## config.mk

```make
export PLATFORM = sky130hd
export DESIGN_NAME = hex_dump_fmt
export DESIGN_NICKNAME = d
export VERILOG_FILES = /design/src/rtl/hex_dump_fmt.sv
export SDC_FILE = /design/constraint.sdc
export NUM_CORES = 1
export LEC_CHECK = 0
export BUFFER_PORTS_ARGS = -buffer_cell sky130_fd_sc_hd__clkbuf_2
export CAP_MARGIN = 25
export CORE_MARGIN = 10
export CORE_UTILIZATION = 61
export CTS_CLUSTER_SIZE = 30
export DETAILED_ROUTE_END_ITERATION = 10
export PLACE_DENSITY = 0.84
export RECOVER_POWER = 50
export SETUP_SLACK_MARGIN = 0.5
export SYNTH_ARGS = -nofsm -noshare
export SYNTH_HDL_FRONTEND = slang
export SYNTH_SLANG_ARGS = --single-unit
```

## constraint.sdc

```tcl
create_clock -name clock -period 2.8 [get_ports clock]
set_clock_uncertainty 0.1 [all_clocks]
set_input_delay 0.84 -clock clock [delete_from_list [all_inputs] [get_ports clock]]
set_output_delay 0.84 -clock clock [all_outputs]
set_load 0.1 [all_outputs]
```

## src/rtl/hex_dump_fmt.sv

```systemverilog
// Formats raw bytes from a FWFT source as ASCII hex ("XY "), inserting CR LF every
// BYTES_PER_LINE bytes and after an idle timeout on a partially filled line.
module hex_dump_fmt #(
  parameter int BYTES_PER_LINE = 16,
  parameter int IDLE_TIMEOUT   = 1024,
  parameter int UPPER          = 1
) (
  input  logic       clock,
  input  logic       reset,
  input  logic [7:0] in_data,
  input  logic       in_empty,
  output logic       in_get,
  output logic [7:0] out,
  input  logic       out_get,
  output logic       out_empty,
  output logic [2:0] state_dbg
);

  // Handshake: both sides are FWFT. A byte moves upstream->here in a cycle where
  // in_get=1 (IDLE, in_empty=0); a character moves here->downstream in a cycle
  // where out_get=1 and out_empty=0. out_get while out_empty=1 is ignored.
  typedef enum logic [2:0] {IDLE, HI, LO, SEP, CR, LF} state_t;

  localparam int             IW        = (IDLE_TIMEOUT < 1) ? 1 : $clog2(IDLE_TIMEOUT + 1);
  localparam logic [7:0]     COL_LAST  = 8'(BYTES_PER_LINE - 1);
  localparam logic [IW-1:0]  IDLE_LAST = IW'((IDLE_TIMEOUT > 0) ? IDLE_TIMEOUT - 1 : 0);
  localparam logic           FLUSH_EN  = (IDLE_TIMEOUT != 0);

  state_t        state;
  logic [7:0]    byte_r;
  logic [7:0]    col;
  logic [IW-1:0] idle_cnt;
  logic          adv;
  logic          idle_tick;
  logic          flush_hit;

  function automatic logic [7:0] hex(input logic [3:0] n);
    if (n < 4'd10) return 8'h30 + {4'h0, n};
    return ((UPPER != 0) ? 8'h41 : 8'h61) + {4'h0, n} - 8'd10;
  endfunction

  assign in_get    = (state == IDLE) & ~in_empty & reset;
  assign adv       = out_get & ~out_empty;
  assign idle_tick = (state == IDLE) & (col != 8'd0) & in_empty;
  assign flush_hit = FLUSH_EN & idle_tick & (idle_cnt == IDLE_LAST);
  assign state_dbg = state;

  always_ff @(posedge clock) begin
    if (!reset) begin
      state     <= IDLE;
      out       <= 8'h00;
      out_empty <= 1'b1;
      byte_r    <= 8'h00;
      col       <= 8'd0;
      idle_cnt  <= '0;
    end else begin
      // Counter runs only while a partial line waits for more input.
      if (idle_tick && !flush_hit) idle_cnt <= idle_cnt + 1'b1;
      else                         idle_cnt <= '0;

      case (state)
        IDLE: begin
          if (!in_empty) begin
            byte_r    <= in_data;
            out       <= hex(in_data[7:4]);
            out_empty <= 1'b0;
            state     <= HI;
          end else if (flush_hit) begin
            out       <= 8'h0D;
            out_empty <= 1'b0;
            col       <= 8'd0;
            state     <= CR;
          end
        end
        HI: if (adv) begin
          out   <= hex(byte_r[3:0]);
          state <= LO;
        end
        LO: if (adv) begin
          if (col == COL_LAST) begin
            out   <= 8'h0D;
            col   <= 8'd0;
            state <= CR;
          end else begin
            out   <= 8'h20;
            col   <= col + 8'd1;
            state <= SEP;
          end
        end
        SEP: if (adv) begin
          out_empty <= 1'b1;
          state     <= IDLE;
        end
        CR: if (adv) begin
          out   <= 8'h0A;
          state <= LF;
        end
        LF: if (adv) begin
          out_empty <= 1'b1;
          state     <= IDLE;
        end
        default: begin
          out_empty <= 1'b1;
          state     <= IDLE;
        end
      endcase
    end
  end

endmodule
```

== After elaboration in Yosys (flattened, before gate mapping) ==
Cells that the tools add are included.
Word-level totals
  input port bits: 12
  logic and storage cells: 89
  output and inout port bits: 13
  register bits after elaboration: 35
Operators by class
  reduce and logical (&&, ||, !) cells: 14
  bitwise operators: 9
  eq/ne operators: 14
  add/sub/neg operators: 8
  multiplexer cells: 36
  magnitude comparators: 2
Operator list (count)
  8-bit 2-to-1 mux: 13
  8-bit case mux with 4 select lines: 1
  3-bit 2-to-1 mux: 7
  7-bit by 4-bit adder with 8-bit output (first input constant): 2
  8-bit case mux with 2 select lines: 1
  8-bit by 4-bit subtractor with 8-bit output (second input constant): 2
  3-bit case mux with 5 select lines: 1
  6-bit by 4-bit adder with 7-bit output (first input constant): 2
  11-bit by 1-bit adder with 11-bit output (second input constant): 1
  11-bit by 10-bit == test with 1-bit output (second input constant): 1
  1-bit 2-to-1 mux: 11
  2-bit inequality test (second input constant): 5
  5-bit AND reduction: 2
  8-bit by 1-bit adder with 8-bit output (second input constant): 1
  8-bit by 4-bit == test with 1-bit output (second input constant): 1
  4-bit < comparator (second input constant): 2
  8-bit nonzero test: 1
  1-bit bitwise AND: 6
  3-bit by 2-bit == test with 1-bit output (second input constant): 2
  3-bit == test (second input constant): 2
  6-bit 2-to-1 mux: 1
  2-bit AND reduction: 2
  4-bit AND reduction: 1
  4-bit nonzero test: 1
  other kinds (12): 14

== Logic depth before layout (Yosys ltp) ==
  word-level depth: 8
  mapped depth: 7

== Worst setup path after synthesis ==
OpenSTA, ideal clock, no wires.
  kind: flip-flop to output port
  start point: register state[0], in the netlist state_dbg[0]
  end point: output port in_get
  required time: 1.860 ns
  arrival time: 2.905 ns
  setup slack: -1.045 ns
  cell stages (with the launch flop): 5
  path buffers: 1
  cells stage by stage: dfxtp_1 clkbuf_1 nor4_2 inv_1 nor2_1
Between the ends
  cells in the longest elaborated chain, start to end: 3
Ends and longest elaborated chain
  start: declaration: RTL line 29  | state_t state;
  start signal: assignment: RTL line 50  | state <= IDLE;
  start signal: assignment: RTL line 67  | state <= HI;
  start signal: assignment: RTL line 72  | state <= CR;
  3-bit zero test: RTL line 42  | assign in_get = (state == IDLE) & ~in_empty & reset;
  1-bit bitwise AND (2 in a row): RTL line 42
  end: declaration: RTL line 12  | output logic in_get,
No other way between the ends.

== Worst setup path after layout ==
  start point: input port in_empty
  end point: output port in_get
Between the ends
  cells in the longest elaborated chain, start to end: 3
Ends and longest elaborated chain
  start: declaration: RTL line 11  | input logic in_empty,
  1-bit inverter (no line)
  1-bit bitwise AND (2 in a row): RTL line 42
No other way between the ends.

==> metrics.md <==
| Metric | Value |
|---|---|
| Die H | 75.6 µm |
| Min Tclk post-route | 2.57 ns |
| Top-area cell type share of the netlist area | 0.361 |
| Pin count of the biggest net entering global routing | 18 |
| Final hold violations | 0 |
| Die W | 75.6 µm |
| Critical path arrival | 1.63 ns |
| Fmax achieved | 389 MHz |
| Total GRT Usage | 0.159 |
| Syn-to-layout area delta | 14.7% |
| First-pass GRT wire length | 7.14 mm |
| Net Count, Synth | 254 |
| Clk pin slew, worst setup/hold paths | 0.09 ns |
| Buffers on Ports | 23 |
| Final WL | 4.65 mm |
| Remaining DRCs | 0 |
| Unique masters post-synth | 50 |
| Synth area leaders | dfxtp_1, nor2_1, a21oi_1 |
| Share of cells above drive strength 1 | 0.173 |
| Final Cycle Share | 0.918 |
| Overflow after GRT | 0 |
| Number of flops mapped to enable cells by yosys | 0 |
| Synthesized cell area | 0.00189 mm² |
| Via density | 6.39 |
| IO Pins | 25 |
| Max Fanout on Critical Path | 2 |
| Power density over the cells | 1080 mW/mm² |
| Max-slew headroom | 0.191 |
| Max Cap Viol | 0 |
| Worst hold endpoint | idle_cnt[10] |
| Die area | 0.00572 mm² |
| CTS Sinks | 34 |
| Drt wl/cell | 15.3 µm |
| R2r startpoint | idle_cnt[0] |
| Hold_ws | 0.365 ns |
| Worst IR Drop VDD | 0.694 mV |
| Synth async-reset ratio | 0 |
| Cts hold-fix bufs | 0 |
| Placer Congestion | 0.925 |
| Vias | 1949 |
| RSZ-0062 raised after global routing | yes |
| Clock latency on the worst-skew pair | 0.33 ns |
| Sequential element share of the synthesized area | 0.361 |
| Startpoint Class | primary input |
| R2r setup slk | 0.34 ns |
| TritonCTS clock tree | yes |
| CP Capture Type | output pin |
| Setup slack after layout | 0.230 ns |
| Detail Route Antenna Nets | 0 |
| Most frequent cells after synthesis | dfxtp_1, nor2_1, a21oi_1 |
| Crit Reg-Reg Endpoint | out[1] |
| Number of global-route vias before repair | 1574 |
| Pins Over Slew Limit | 0 |
| Initial DRT Pass Iterations | 5 |
| Initial antenna violation count | 0 |
| Final Cell Area | 0.00217 mm² |
| Worst EP required | 1.86 ns |
| Dpl cell area | 0.00207 mm² |
| Synth warnings | 0 |
| Dominant synthesized flop cell | dfxtp_1 |
| Register-to-Register Path Depth | 7 |
| Clock tree buffer depth | 2 |
| Root Buffer | clkbuf_4 |
| HP Start | idle_cnt[10] |
| Status | completed |
| Num rows | 20 |
| Mapped Cells | 237 |
| H-tree levels | 2 |
| Leakage Power | 0.816 nW |
| Worst setup path class | primary input to output pin |
| Most common cell in the netlist | dfxtp_1 |
| Syn avg cell area | 7.97 µm² |
| Count of final setup violators | 0 |
| CTS buffer count | 5 |
| Pre-CTS setup slack | 0.233 ns |
| Transition time of the tightest slew-check pin | 1.22 ns |
| Fin util | 0.721 |
| Nets@finish | 288 |
| Initial DRC count | 255 |
| Top cell type by total area after synthesis | dfxtp_1 |
| Initial Util | 0.629 |
| Hold Crit Depth | 2 |
| Worst hold path type | flop to flop |
| Ant. Diodes | 0 |
| Core area | 0.00300 mm² |
| HPWL after DPL | 3.21 mm |
| #FFs+latches synth | 34 |
sequential cells by signal (all words and copies together), names as in the netlist:
signal and count:
out 7, state_dbg 3, byte_r 4, idle_cnt 11
col 8, out_empty 1
metal layers:
| layer | share of wire | track usage |
|---|---|---|
| met5 | 0 | 0 |
| met4 | 0.029 | 0.0474 |
| met3 | 0.072 | 0.0378 |
| met2 | 0.46 | 0.252 |
| met1 | 0.44 | 0.209 |
through the flow:
step,TNS (ns),cells,power (mW)
2_1_floorplan,-0.000716,237,1.75
3_3_place_gp,0,290,1.98
3_5_place_dp,0,290,1.99
4_1_cts,0,298,2.29
5_1_grt,0,305,2.46
6_report,0,305,2.33
logic make-up (layout without fill, tap and decap cells):
family          after synthesis  after routing  share of synthesized area
simple gates                 93             93                      0.254
compound gates               73             73                      0.249
flops                        34             34                      0.361
buf+inv                      19             54                     0.0451
xor+xnor                     10             10                     0.0464
fa+ha+maj                     5              5                     0.0331
mux                           2              2                     0.0106
other cells                   1              1                    0.00199
placed cells by master, fill, tap and decap left out, types with 6 or more instances in the layout:
| cell | instances |
|---|---|
| a211oi_1 | 7 |
| a21oi_1 | 22 |
| a31oi_1 | 6 |
| buf_4 | 10 |
| clkbuf_1 | 6 |
| clkbuf_2 | 16 |
| clkbuf_4 | 8 |
| dfxtp_1 | 32 |
| inv_1 | 9 |
| nand2_1 | 20 |
| nand3_1 | 8 |
| nor2_1 | 32 |
| o21ai_0 | 17 |
| xor2_1 | 6 |
worst max path at each step:
stage	from	to	slack (ns)
floorplan	state_dbg[0]	in_get	-0.0007
CTS	in_empty	in_get	0.25
finish	in_empty	in_get	0.23
global route	idle_cnt[0]	out[1]	0.14
detailed placement	in_empty	in_get	0.23
global placement	in_empty	in_get	0.31
cell type report:
type | count | area, µm²
Timing Repair Buffer | 35 | 216
Inverter | 11 | 41.3
Clock inverter | 1 | 5.00
Multi-Input combinational cell | 184 | 1120
Sequential cell | 34 | 683
Clock buffer | 7 | 55.1
Fill cell | 255 | 837
Tap cell | 33 | 41.3
critical path, cell delays in order:
cell and delay [ns]:
clkbuf_1 0.11, nor4_4 0.29, inv_2 0.10, nor2_4 0.11
buf_12 0.18
what timing repair did:
action | 4_1_cts | 5_1_grt
buffers inserted | 0 | 7
pin swaps | 0 | 3
resized for setup | 2 | 8
endpoints found under the setup margin | 2 | 4
gates cloned | 0 | 0
power breakdown:
| group | internal [mW] | switching [mW] | leakage, nW |
|---|---|---|---|
| Sequential | 0.567 | 0.117 | 0.277 |
| Combinational | 0.381 | 0.985 | 0.503 |
| Clock | 0.122 | 0.161 | 0.0353 |
Note: power is estimated with default switching activity, not from simulation.
